[src/rtl/act_lut_loader.sv]
// Activation-LUT writer: streams one table of LUT_DEPTH {A,B} entries into the LUT BRAM port.
// Optional ACT_LUT_LOADER_CHECKSUM_EN adds a trailing checksum word verified in state CHK.
module act_lut_loader #(
    parameter int LUT_WIDTH  = 24,
    parameter int ADDR_WIDTH = 4,
    parameter int LUT_DEPTH  = 16,
    parameter int IN_WIDTH   = 32,
    parameter int TIMEOUT    = 1024
) (
    input  logic                  i_clk,
    input  logic                  i_rst_n,
    input  logic                  i_start,
    input  logic                  i_abort,
    input  logic                  i_coe_vld,
    input  logic [IN_WIDTH-1:0]   i_coe_dat,
    output logic                  o_coe_rdy,
    output logic [LUT_WIDTH-1:0]  o_lut_bramctl_wdata,
    output logic [ADDR_WIDTH-1:0] o_lut_bramctl_addr,
    output logic                  o_lut_bramctl_we,
    output logic                  o_lut_bramctl_en,
    output logic                  o_busy,
    output logic                  o_done,
    output logic                  o_err
);
    // state | meaning
    // IDLE  | waiting for i_start
    // LOAD  | accepting table words, one LUT write per accept
    // CHK   | accepting the checksum word (checksum builds only)
    // FIN   | one cycle before the o_done pulse
    localparam int WD_W = $clog2(TIMEOUT + 1);
    localparam logic [ADDR_WIDTH-1:0] LAST_ADDR = ADDR_WIDTH'(LUT_DEPTH - 1);
    localparam logic [WD_W-1:0]       WD_LAST   = WD_W'(TIMEOUT - 1);

    typedef enum logic [1:0] {
        S_IDLE = 2'd0,
        S_LOAD = 2'd1,
        S_FIN  = 2'd2
`ifdef ACT_LUT_LOADER_CHECKSUM_EN
        , S_CHK = 2'd3
`endif
    } state_t;

    state_t                 state_q;
    logic [ADDR_WIDTH-1:0]  cnt_q;
    logic [WD_W-1:0]        wd_q;
    logic                   we_q;
    logic [ADDR_WIDTH-1:0]  addr_q;
    logic [LUT_WIDTH-1:0]   wdata_q;
    logic                   done_q;
    logic                   err_q;
    logic                   upper_nz;
`ifdef ACT_LUT_LOADER_CHECKSUM_EN
    logic [LUT_WIDTH-1:0]   sum_q;
`endif

    assign upper_nz = (i_coe_dat >> LUT_WIDTH) != '0;

    always_ff @(posedge i_clk or negedge i_rst_n) begin
        if (!i_rst_n) begin
            state_q <= S_IDLE;
            cnt_q   <= '0;
            wd_q    <= '0;
            we_q    <= 1'b0;
            addr_q  <= '0;
            wdata_q <= '0;
            done_q  <= 1'b0;
            err_q   <= 1'b0;
`ifdef ACT_LUT_LOADER_CHECKSUM_EN
            sum_q   <= '0;
`endif
        end else begin
            we_q   <= 1'b0;
            done_q <= 1'b0;
            case (state_q)
                S_IDLE: begin
                    if (i_start) begin
                        state_q <= S_LOAD;
                        cnt_q   <= '0;
                        wd_q    <= '0;
                        err_q   <= 1'b0;
`ifdef ACT_LUT_LOADER_CHECKSUM_EN
                        sum_q   <= '0;
`endif
                    end
                end
                S_LOAD: begin
                    // abort wins over a same-cycle accept: the word is consumed but dropped
                    if (i_abort) begin
                        state_q <= S_IDLE;
                    end else if (i_coe_vld) begin
                        we_q    <= 1'b1;
                        addr_q  <= cnt_q;
                        wdata_q <= i_coe_dat[LUT_WIDTH-1:0];
                        cnt_q   <= cnt_q + 1'b1;
                        wd_q    <= '0;
                        if (upper_nz) err_q <= 1'b1;
`ifdef ACT_LUT_LOADER_CHECKSUM_EN
                        sum_q   <= sum_q + i_coe_dat[LUT_WIDTH-1:0];
                        if (cnt_q == LAST_ADDR) state_q <= S_CHK;
`else
                        if (cnt_q == LAST_ADDR) state_q <= S_FIN;
`endif
                    end else if (wd_q == WD_LAST) begin
                        state_q <= S_FIN;
                        err_q   <= 1'b1;
                    end else begin
                        wd_q <= wd_q + 1'b1;
                    end
                end
`ifdef ACT_LUT_LOADER_CHECKSUM_EN
                S_CHK: begin
                    if (i_abort) begin
                        state_q <= S_IDLE;
                    end else if (i_coe_vld) begin
                        if (i_coe_dat[LUT_WIDTH-1:0] != sum_q) err_q <= 1'b1;
                        state_q <= S_FIN;
                    end else if (wd_q == WD_LAST) begin
                        state_q <= S_FIN;
                        err_q   <= 1'b1;
                    end else begin
                        wd_q <= wd_q + 1'b1;
                    end
                end
`endif
                S_FIN: begin
                    done_q  <= 1'b1;
                    state_q <= S_IDLE;
                end
                default: state_q <= S_IDLE;
            endcase
        end
    end

`ifdef ACT_LUT_LOADER_CHECKSUM_EN
    assign o_coe_rdy = (state_q == S_LOAD) || (state_q == S_CHK);
`else
    assign o_coe_rdy = (state_q == S_LOAD);
`endif
    assign o_busy              = (state_q != S_IDLE);
    assign o_lut_bramctl_we    = we_q;
    assign o_lut_bramctl_en    = we_q;
    assign o_lut_bramctl_addr  = addr_q;
    assign o_lut_bramctl_wdata = wdata_q;
    assign o_done              = done_q;
    assign o_err               = err_q;
endmodule

[config.mk]
export PLATFORM = sky130hd
export DESIGN_NAME = act_lut_loader
export DESIGN_NICKNAME = d
export VERILOG_FILES = /design/src/rtl/act_lut_loader.sv
export SDC_FILE = /design/constraint.sdc
export NUM_CORES = 1
export LEC_CHECK = 0
export CORE_AREA = 2 2 72 74
export CTS_BUF_LIST = sky130_fd_sc_hd__clkbuf_16
export DETAILED_ROUTE_END_ITERATION = 10
export DIE_AREA = 0 0 74 76
export PLACE_DENSITY = 0.81
export REMOVE_ABC_BUFFERS = 1
export SETUP_SLACK_MARGIN = 0.02
export SYNTH_ARGS = -nofsm -noshare
export SYNTH_HDL_FRONTEND = slang
export SYNTH_SLANG_ARGS = --single-unit
export TNS_END_PERCENT = 10
[constraint.sdc]
create_clock -name i_clk -period 5.2 [get_ports i_clk]
set_input_delay 0.78 -clock i_clk [delete_from_list [all_inputs] [get_ports i_clk]]
set_output_delay 0.78 -clock i_clk [all_outputs]
set_load 0.005 [all_outputs]
==> flow_summary.ini <==
[routing]
vias = 1657
remaining_drc_errors = 0
finalWirelength_um = 4550
antenna_left = 0
viasPerCell = 5.33
dr.pass1.iters = 4
drtIter0Drc = 102
drt-wirelength-per-cell_um = 14.6

[clocking]
clock_sinks = 48
cts_buffer_depth = 2
clock_latency_ns = 0.28
post_cts_buffers = 0
cts_hold_buf = 0
cts_tree = done
cts.clk_slew.worst_paths_ns = 0.06
cts_repair_resize_count = 0
numCtsBuffers = 5
clockRootBuffer = clkbuf_16
cts_htree_levels = 2

[sta]
fin_crit_sh_pct = 47.0
rsz0062_at_grt = false
slew_viol_final = 0
skew_ns = 0.00629
final.setup.tns_ns = 0
finalSetupViolations = 0
max_freq_mhz = 410
hold_violations = 0
period_minus_slack_ns = 2.44
slew_headroom_pct = 53.1
setup_ws_ns = 2.76
worst_pin_slew_ns = 0.701

[placed_design]
place_area_um2 = 2900
place.port_buffers = 70
gp_congestion = 0.831
dpl_worst_slack_ns = 2.48
dp_hpwl_um = 3210

[finish]
post-route-util_pct = 62.1
drive_gt1_share_pct = 17.0
final_area_um2 = 3050
fillerInstances = 414
antenna_cells = 0
area_growth_pct = 43.2
final_nets = 281

[floorplanning]
die_height_um = 76
coreArea_um2 = 4910
die_x_um = 74
dieArea_um2 = 5620
rows = 26
start_util_pct = 43.4
ioPinCount = 71

[synthesis]
ys_seq_area_share_pct = 56.4
yosysMostFrequentCell = dfrtp_1
synth_seq_cells = 48
syn_avg_cell_area_um2 = 12.5
syn_inst = 171
synthArstFlopShare_pct = 100
yosys_warnings = 0
synthTopCellsByArea = dfrtp_1 (56%), mux2_2 (15%), o31ai_1 (3.5%), nand3_1 (1.9%), o21ai_0 (1.6%)
synth-main-ff-cell = dfrtp_1
ys_top_cells_by_count = dfrtp_1 (48), mux2_2 (28), o31ai_1 (10), nand3_1 (8), o21ai_0 (7)
synth.largest_area_cell = dfrtp_1
synth_cell_types = 42
synth-edff-count = 0
synth_area_um2 = 2130
netlist.area_leader.share_pct = 56.4

[critical_path]
critical_path_class = input pin to flip-flop
critical_path_arrival_ns = 2.63
setup.worst_path.end_class = flip-flop
startpoint = i_coe_vld
rr_endpoint = wd_q[9]$_DFFE_PN0P_
crit_end = wd_q[6]$_DFFE_PN0P_
crit_fanout = 9
ff2ff_setup_slack_ns = 3.25
crit_path_start_kind = input pin
rr_startpoint = wd_q[0]$_DFFE_PN0P_
reg2reg_depth = 5
cp.required_ns = 5.39

[hold_path]
hp-class = input pin to async pin

[outcome]
status = complete, no violations

[power]
power_per_cell_area_nw_per_um2 = 431
vdd_ir_drop_max_uv = 257
power.total_uw = 1320
power_leakage_uw = 0.00127

[global_route]
grt_pass1_wl_um = 7790
grt.total_usage_pct = 17.8
globalRouteOverflowTotal = 0
antenna_found_initial = 0
grt_pass1_vias = 1710
grt_max_degree = 33

[run]
drv_cap = 0
[sequential cells by signal, indices dropped and copies added, names as in the netlist]
name	cells
cnt_q	4
o_lut_bramctl_addr	4
state_q	2
o_done	1
wd_q	11
o_lut_bramctl_en	1
o_lut_bramctl_wdata	24
o_err	1
[power breakdown]
group,internal (uW),switching [uW]
Clock,221,127
Sequential,483,65.1
Combinational,284,135
Total,989,328
[through the flow]
stage	hold slack [ns]	std cells
after floorplan	0.448	163
after global placement	0.472	305
after detailed placement	0.485	305
after CTS	0.435	311
after global routing	0.456	311
final	0.421	311
[area by class of cell]
class / count / area [um2] / share of cell area (%)
clock buffers: 5 / 125 / 4.10
clock inverters: 1 / 30.0 / 0.984
inverters: 5 / 18.8 / 0.615
multi-input cells: 110 / 878 / 28.8
flip-flops and latches: 48 / 1200 / 39.4
well taps: 70 / 87.6 / 2.87
repair buffers: 72 / 711 / 23.3
[placed cells by master (no fill, tap or decap), types with 2 or more instances in the layout]
cell type	n
nand2b_1	3
a211oi_1	2
ha_1	2
or3_1	3
a21oi_1	5
clkbuf_16	5
nand3_1	8
nand3b_1	2
o21ai_0	7
nand2_1	4
mux2_2	28
dfrtp_1	48
a31oi_1	2
o31ai_1	10
nor2_1	6
and4_1	2
clkdlybuf4s50_1	69
nand4_1	2
buf_4	2
inv_1	5
or4_1	3
[worst max-delay path, stage by stage]
cell	delay, ns
clkdlybuf4s50_1	0.51
or3b_1	0.54
nor4_4	0.56
o31ai_1	0.15
o31ai_1	0.09
[routing by layer]
layer / vias to the layer above / wire, um / global-route usage [%]
li1: 789 / - / -
met1: 794 / 2000 / 22.9
met2: 67 / 2000 / 26.3
met3: 7 / 478 / 7.80
met4: 0 / 75 / 6.55
met5: - / 0 / 0
[worst min-delay path by stage]
stage | slack, ns | to | start
finish | 0.42 | wd_q[4]$_DFFE_PN0P_ | i_rst_n
global placement | 0.47 | o_err$_DFFE_PN0P_ | o_err$_DFFE_PN0P_
CTS | 0.44 | wd_q[4]$_DFFE_PN0P_ | i_rst_n
detailed placement | 0.48 | wd_q[10]$_DFFE_PN0P_ | wd_q[10]$_DFFE_PN0P_
floorplan | 0.45 | wd_q[10]$_DFFE_PN0P_ | wd_q[10]$_DFFE_PN0P_
global route | 0.46 | wd_q[4]$_DFFE_PN0P_ | i_rst_n
[logic make-up (layout without fill, tap and decap cells)]
family,count (synthesis),after routing,share of synthesized area [%]
flip-flops,48,48,56.4
AND/OR/NAND/NOR,42,42,12.8
AO/OA/AOI/OAI,38,38,12.2
multiplexers,28,28,14.8
buffers and inverters,13,83,2.70
adder cells (fa/ha/maj),2,2,1.17
(Power assumes the default switching activity.)
